===== src/rtl/computer_tx_pkg.sv =====
// rtl/computer_tx_pkg.sv - shared states, baud table and divisor helper for the host TX framer
// Optional even-parity bit is enabled by COMPUTER_TX_PARITY_EN (see computer_tx_framer).
package computer_tx_pkg;

  // One-hot state codes; PARITY keeps its code even when the parity bit is compiled out.
  localparam logic [4:0] ST_IDLE   = 5'b00001;
  localparam logic [4:0] ST_START  = 5'b00010;
  localparam logic [4:0] ST_DATA   = 5'b00100;
  localparam logic [4:0] ST_PARITY = 5'b01000;
  localparam logic [4:0] ST_STOP   = 5'b10000;

  typedef enum logic [4:0] {
    IDLE   = ST_IDLE,
    START  = ST_START,
    DATA   = ST_DATA,
    PARITY = ST_PARITY,
    STOP   = ST_STOP
  } state_t;

  localparam int DIV_W = 24;

  function automatic int baud_of(input logic [2:0] code);
    case (code)
      3'd0:    return 9600;
      3'd1:    return 19200;
      3'd2:    return 38400;
      3'd3:    return 57600;
      3'd4:    return 115200;
      3'd5:    return 230400;
      3'd6:    return 460800;
      default: return 921600;
    endcase
  endfunction

  function automatic int div_of(input int clk_freq, input logic [2:0] code);
    int baud;
    baud = baud_of(code);
    return (clk_freq + baud / 2) / baud;
  endfunction

endpackage


===== src/rtl/computer_baud_tick.sv =====
// rtl/computer_baud_tick.sv - bit-period timer; latches the divisor on accept and ticks every DIV cycles
module computer_baud_tick
  import computer_tx_pkg::*;
#(
  parameter int CLK_FREQ = 50_000_000
) (
  input  logic       clk,
  input  logic       reset_n,
  input  logic       start,
  input  logic       run,
  input  logic [2:0] baud_set,
  output logic       bit_tick
);

  logic [DIV_W-1:0] div_q;
  logic [DIV_W-1:0] cnt;
  logic [DIV_W-1:0] div_sel;

  // Every entry is elaborated from constants, so no run-time divider is built.
  always_comb begin
    div_sel = DIV_W'(div_of(CLK_FREQ, 3'd7));
    case (baud_set)
      3'd0:    div_sel = DIV_W'(div_of(CLK_FREQ, 3'd0));
      3'd1:    div_sel = DIV_W'(div_of(CLK_FREQ, 3'd1));
      3'd2:    div_sel = DIV_W'(div_of(CLK_FREQ, 3'd2));
      3'd3:    div_sel = DIV_W'(div_of(CLK_FREQ, 3'd3));
      3'd4:    div_sel = DIV_W'(div_of(CLK_FREQ, 3'd4));
      3'd5:    div_sel = DIV_W'(div_of(CLK_FREQ, 3'd5));
      3'd6:    div_sel = DIV_W'(div_of(CLK_FREQ, 3'd6));
      default: div_sel = DIV_W'(div_of(CLK_FREQ, 3'd7));
    endcase
  end

  assign bit_tick = run && (cnt == div_q - DIV_W'(1));

  always_ff @(posedge clk or negedge reset_n) begin
    if (!reset_n) begin
      div_q <= DIV_W'(div_of(CLK_FREQ, 3'd0));
      cnt   <= '0;
    end else if (start) begin
      div_q <= div_sel;
      cnt   <= '0;
    end else if (run) begin
      cnt <= bit_tick ? '0 : cnt + DIV_W'(1);
    end
  end

endmodule


===== src/rtl/computer_tx_framer.sv =====
// rtl/computer_tx_framer.sv - sends 32-bit response words to the host as 4 UART bytes, MSB byte first
// Define COMPUTER_TX_PARITY_EN to append an even-parity bit to every byte.
module computer_tx_framer
  import computer_tx_pkg::*;
#(
  parameter int CLK_FREQ  = 50_000_000,
  parameter int STOP_BITS = 1
) (
  input  logic        clk,
  input  logic        reset_n,
  input  logic        tx_valid,
  input  logic [31:0] tx_data,
  output logic        tx_ready,
  input  logic [2:0]  baud_set,
  output logic        uart_tx,
  output logic        busy,
  output logic        tx_done
);

  localparam logic STOP_LAST = (STOP_BITS == 2);

  state_t      state;
  logic [31:0] word;
  logic [7:0]  sh;
  logic [2:0]  bit_idx;
  logic [1:0]  byte_idx;
  logic        stop_idx;
  logic        accept;
  logic        bit_tick;
`ifdef COMPUTER_TX_PARITY_EN
  logic        par;
`endif

  assign accept = tx_valid && tx_ready;

  computer_baud_tick #(
    .CLK_FREQ(CLK_FREQ)
  ) u_baud (
    .clk     (clk),
    .reset_n (reset_n),
    .start   (accept),
    .run     (busy),
    .baud_set(baud_set),
    .bit_tick(bit_tick)
  );

  always_ff @(posedge clk or negedge reset_n) begin
    if (!reset_n) begin
      state    <= IDLE;
      uart_tx  <= 1'b1;
      tx_ready <= 1'b1;
      busy     <= 1'b0;
      tx_done  <= 1'b0;
      word     <= '0;
      sh       <= '0;
      bit_idx  <= '0;
      byte_idx <= '0;
      stop_idx <= 1'b0;
`ifdef COMPUTER_TX_PARITY_EN
      par      <= 1'b0;
`endif
    end else begin
      tx_done <= 1'b0;
      case (state)
        IDLE: begin
          if (accept) begin
            word     <= tx_data;
            sh       <= tx_data[31:24];
`ifdef COMPUTER_TX_PARITY_EN
            par      <= ^tx_data[31:24];
`endif
            byte_idx <= '0;
            state    <= START;
            uart_tx  <= 1'b0;
            tx_ready <= 1'b0;
            busy     <= 1'b1;
          end
        end
        START: begin
          if (bit_tick) begin
            state   <= DATA;
            uart_tx <= sh[0];
            bit_idx <= '0;
          end
        end
        DATA: begin
          if (bit_tick) begin
            if (bit_idx == 3'd7) begin
`ifdef COMPUTER_TX_PARITY_EN
              state    <= PARITY;
              uart_tx  <= par;
`else
              state    <= STOP;
              uart_tx  <= 1'b1;
              stop_idx <= 1'b0;
`endif
            end else begin
              bit_idx <= bit_idx + 3'd1;
              sh      <= {1'b0, sh[7:1]};
              uart_tx <= sh[1];
            end
          end
        end
        PARITY: begin
          if (bit_tick) begin
            state    <= STOP;
            uart_tx  <= 1'b1;
            stop_idx <= 1'b0;
          end
        end
        STOP: begin
          if (bit_tick) begin
            if (stop_idx != STOP_LAST) begin
              stop_idx <= 1'b1;
            end else if (byte_idx == 2'd3) begin
              state    <= IDLE;
              tx_done  <= 1'b1;
              tx_ready <= 1'b1;
              busy     <= 1'b0;
            end else begin
              // Next byte starts straight after the stop bit, no idle gap.
              byte_idx <= byte_idx + 2'd1;
              word     <= {word[23:0], 8'h00};
              sh       <= word[23:16];
`ifdef COMPUTER_TX_PARITY_EN
              par      <= ^word[23:16];
`endif
              state    <= START;
              uart_tx  <= 1'b0;
            end
          end
        end
        default: begin
          state    <= IDLE;
          uart_tx  <= 1'b1;
          tx_ready <= 1'b1;
          busy     <= 1'b0;
        end
      endcase
    end
  end

endmodule


===== config.mk =====
export PLATFORM = sky130hd
export DESIGN_NAME = computer_tx_framer
export DESIGN_NICKNAME = d
export VERILOG_FILES = /design/src/rtl/computer_tx_pkg.sv /design/src/rtl/computer_baud_tick.sv /design/src/rtl/computer_tx_framer.sv
export SDC_FILE = /design/constraint.sdc
export NUM_CORES = 1
export LEC_CHECK = 0
export BUFFER_PORTS_ARGS = -buffer_cell sky130_fd_sc_hd__buf_2
export CAP_MARGIN = 25
export CORE_MARGIN = 5
export CORE_UTILIZATION = 25
export CTS_CLUSTER_DIAMETER = 200
export DETAILED_ROUTE_END_ITERATION = 10
export PLACE_DENSITY = 0.38
export SYNTH_ARGS = -nofsm -noshare
export SYNTH_HDL_FRONTEND = slang
export SYNTH_HIERARCHICAL = 1
export SYNTH_SLANG_ARGS = --single-unit

===== constraint.sdc =====
create_clock -name clk -period 3.3 [get_ports clk]
set_input_delay 0.66 -clock clk [delete_from_list [all_inputs] [get_ports clk]]
set_output_delay 0.66 -clock clk [all_outputs]
set_load 0.01 [all_outputs]

==> results.yml <==
status:
  status: "finished with violations"
  violations: "negative setup slack"
timing:
  finalHoldViolations: 0
  fin_ws_ps: -73.9
  rsz0062_at_grt: "yes"
  max_freq_mhz: 296
  finalCritPeriodShare: 1.02
  hold_slack_ps: 358
  worst_pin_slew_ps: 882
  finalSetupTns_ps: -794
  period_minus_slack_ps: 3370
  setup_violations: 28
  report.final.slew_viol_count: 0
  finClkSkew_ps: 9.85
  timing.slew.headroom: 0.408
synth:
  async_reset_ff_frac: 1.00
  synth_top_area_share: 0.362
  yosys_warnings: 6
  syn_area_mm2: 0.00511
  synth_flop_cell: "dfrtp_1"
  ys_types: 74
  synthCells: 568
  synth-edff-count: 0
  synth_nets: 613
  ys_seq_elements: 82
  syn_avg_cell_area_um2: 8.99
  synth_top_cells_by_area: "dfrtp_1 (36%), mux2i_1 (5.5%), nand2_1 (5.2%)"
  yosysSeqAreaShare: 0.404
  yosysTopAreaCell: "dfrtp_1"
clocking:
  cts.sink_count: 82
  clock_path_buffers: 2
  cts_buffers: 9
  cts.clk_slew.worst_paths_ps: 70
  cts_root_buffer: "clkbuf_16"
  cts_max_level: 3
  tritoncts: "built"
  clk_latency_ps: 350
  holdBufCountCts: 0
layout:
  diodes: 0
  regArea_mm2: 0.00206
  fill_cells: 2173
  fin_util: 0.325
  layout-drive-gt1-share: 0.282
  final_area_mm2: 0.00656
  syn2layout_area_growth_pct: 28.5
  stdcell_count: 929
  layout.nets: 699
  multiInputGateArea_mm2: 0.00297
critical_path:
  critical_path_class: "flop to flop"
  crit_arrival_ps: 3650
  crit_family: "simple AND/OR/NAND/NOR gates"
  cp_slowest_stage_delay_ps: 480
  rr_worst_depth: 14
  critPathCaptureType: "flop"
  path_max_fanout: 4
  r2r_start: "u_baud/div_q[1]"
  timing.rr.end: "uart_tx"
  required_ps: 3580
  crit_path_top_delay_cell: "or4b_4"
  crit_start: "u_baud/div_q[1]"
  path_cells: "inv_2 > ha_4 > or4b_4 > or4_1 > o211a_1 > o31ai_4 > a21bo_4 > nor4_4 > buf_4 > buf_6 > nor2_4 > o311ai_1 > nand3_1 > mux2_4"
  worst_setup_path_start_kind: "flop"
  rrSetupSlack_ps: -70
  critPathBufInv: 3
place:
  io_buffers: 41
  placed_cells_incl_taps: 899
  placed_area_mm2: 0.00595
  post-place-ws_ps: -365
  dp_hpwl_um: 10700
  routabilityCongestion: 0.792
grt:
  grt_util_all_layers: 0.126
  antenna_found_initial: 0
  grt_pass1_wl_um: 24100
  grt_max_degree: 50
  grt_overflow_total: 0
  grt_pass1_vias: 4430
floorplan:
  start_util: 0.253
  die_w_um: 153
  coreArea_mm2: 0.0202
  pin_count: 42
  row_count: 52
  fp.dieH_um: 153
  die-area_mm2: 0.0234
route:
  via_per_inst: 4.80
  drc_errors: 0
  ant_nets: 0
  routed_wl_um: 14600
  drt-initial-drc-count: 288
  firstDrtPassIters: 6
  vias: 4463
  wl_per_cell_um: 15.7
pwr:
  vdd_ir_drop_max_mv: 0.374
  power_mw: 4.64
  power_density_mw_per_mm2: 708
  p_leak_nw: 2.86
min_path:
  hp-class: "primary input to asynchronous set/reset pin"
run:
  drv_cap: 0
==> worst max-delay path by stage <==
stage                       end  cells after the start
finish                  uart_tx                     14
global route        byte_idx[0]                     13
CTS                     uart_tx                     14
detailed placement         busy                     13
global placement           busy                     14
floorplan                  busy                     14
==> final cells by class <==
cell class,instances,area share
Inverter,20,0.0114
Sequential cell,82,0.314
Multi-Input combinational cell,431,0.453
Clock inverter,7,0.0120
Tap cell,270,0.0515
Timing Repair Buffer,110,0.124
Clock buffer,9,0.0343
==> state kept, by name (all words and copies together), names as in the netlist <==
name,count
u_baud/cnt,24
word,24
u_baud/div_q,13
sh,8
state,4
bit_idx,3
byte_idx,2
busy,1
tx_done,1
tx_ready,1
uart_tx,1
==> metal layers <==
metal | global-route usage | vias to the layer above | routed length (um)
li1 | - | 2217 | -
met2 | 0.193 | 72 | 6650
met1 | 0.181 | 2164 | 7380
met4 | 0.0403 | 0 | 187
met3 | 0.0201 | 10 | 404
met5 | 0 | - | 0
==> cell usage in the layout, fill, tap and decap left out, drive strengths merged, types with 11 or more instances in the layout <==
master	count
a22o	11
mux2i	28
nor3	12
xnor2	19
dfrtp	74
clkbuf	11
xor2	19
a21oi	15
buf	108
nand3	19
nand4	14
inv	25
o21ai	42
nor2	53
nor2b	12
nand2	71
==> report_power, final <==
group | leakage, nW | total, mW | internal [mW] | switching (mW)
sequential | 1.04 | 1.64 | 1.35 | 0.294
combinational | 1.67 | 1.97 | 0.986 | 0.981
clock | 0.151 | 1.04 | 0.542 | 0.496
total | 2.86 | 4.64 | 2.87 | 1.77
==> synthesized netlist by cell type, drive strengths merged, types with 12 or more instances <==
library cell / count
dfrtp: 74
nand3: 19
mux2i: 28
a21oi: 15
nor3: 12
buf: 13
nor2b: 12
o21ai: 42
xor2: 19
nand4: 14
nor2: 53
inv: 20
xnor2: 19
clkbuf: 22
nand2: 71
==> cells by family (layout without fill, tap and decap cells) <==
family | Yosys count | after routing | synth area share
DFF | 82 | 82 | 0.404
muxes | 34 | 34 | 0.0688
buffers and inverters | 55 | 146 | 0.0482
AOI/OAI and AO/OA | 115 | 115 | 0.158
adders and majority gates | 7 | 7 | 0.0171
and+or+nand+nor | 237 | 237 | 0.239
xor gates and xnor gates | 38 | 38 | 0.0651
==> repair_timing <==
item / in CTS / in global routing
cloned: 0 / 2
buffers inserted: 8 / 4
resized for setup: 23 / 29
pin swaps: 15 / 10
setup endpoints to repair: 45 / 63
Note: power is estimated with default switching activity, not from simulation.
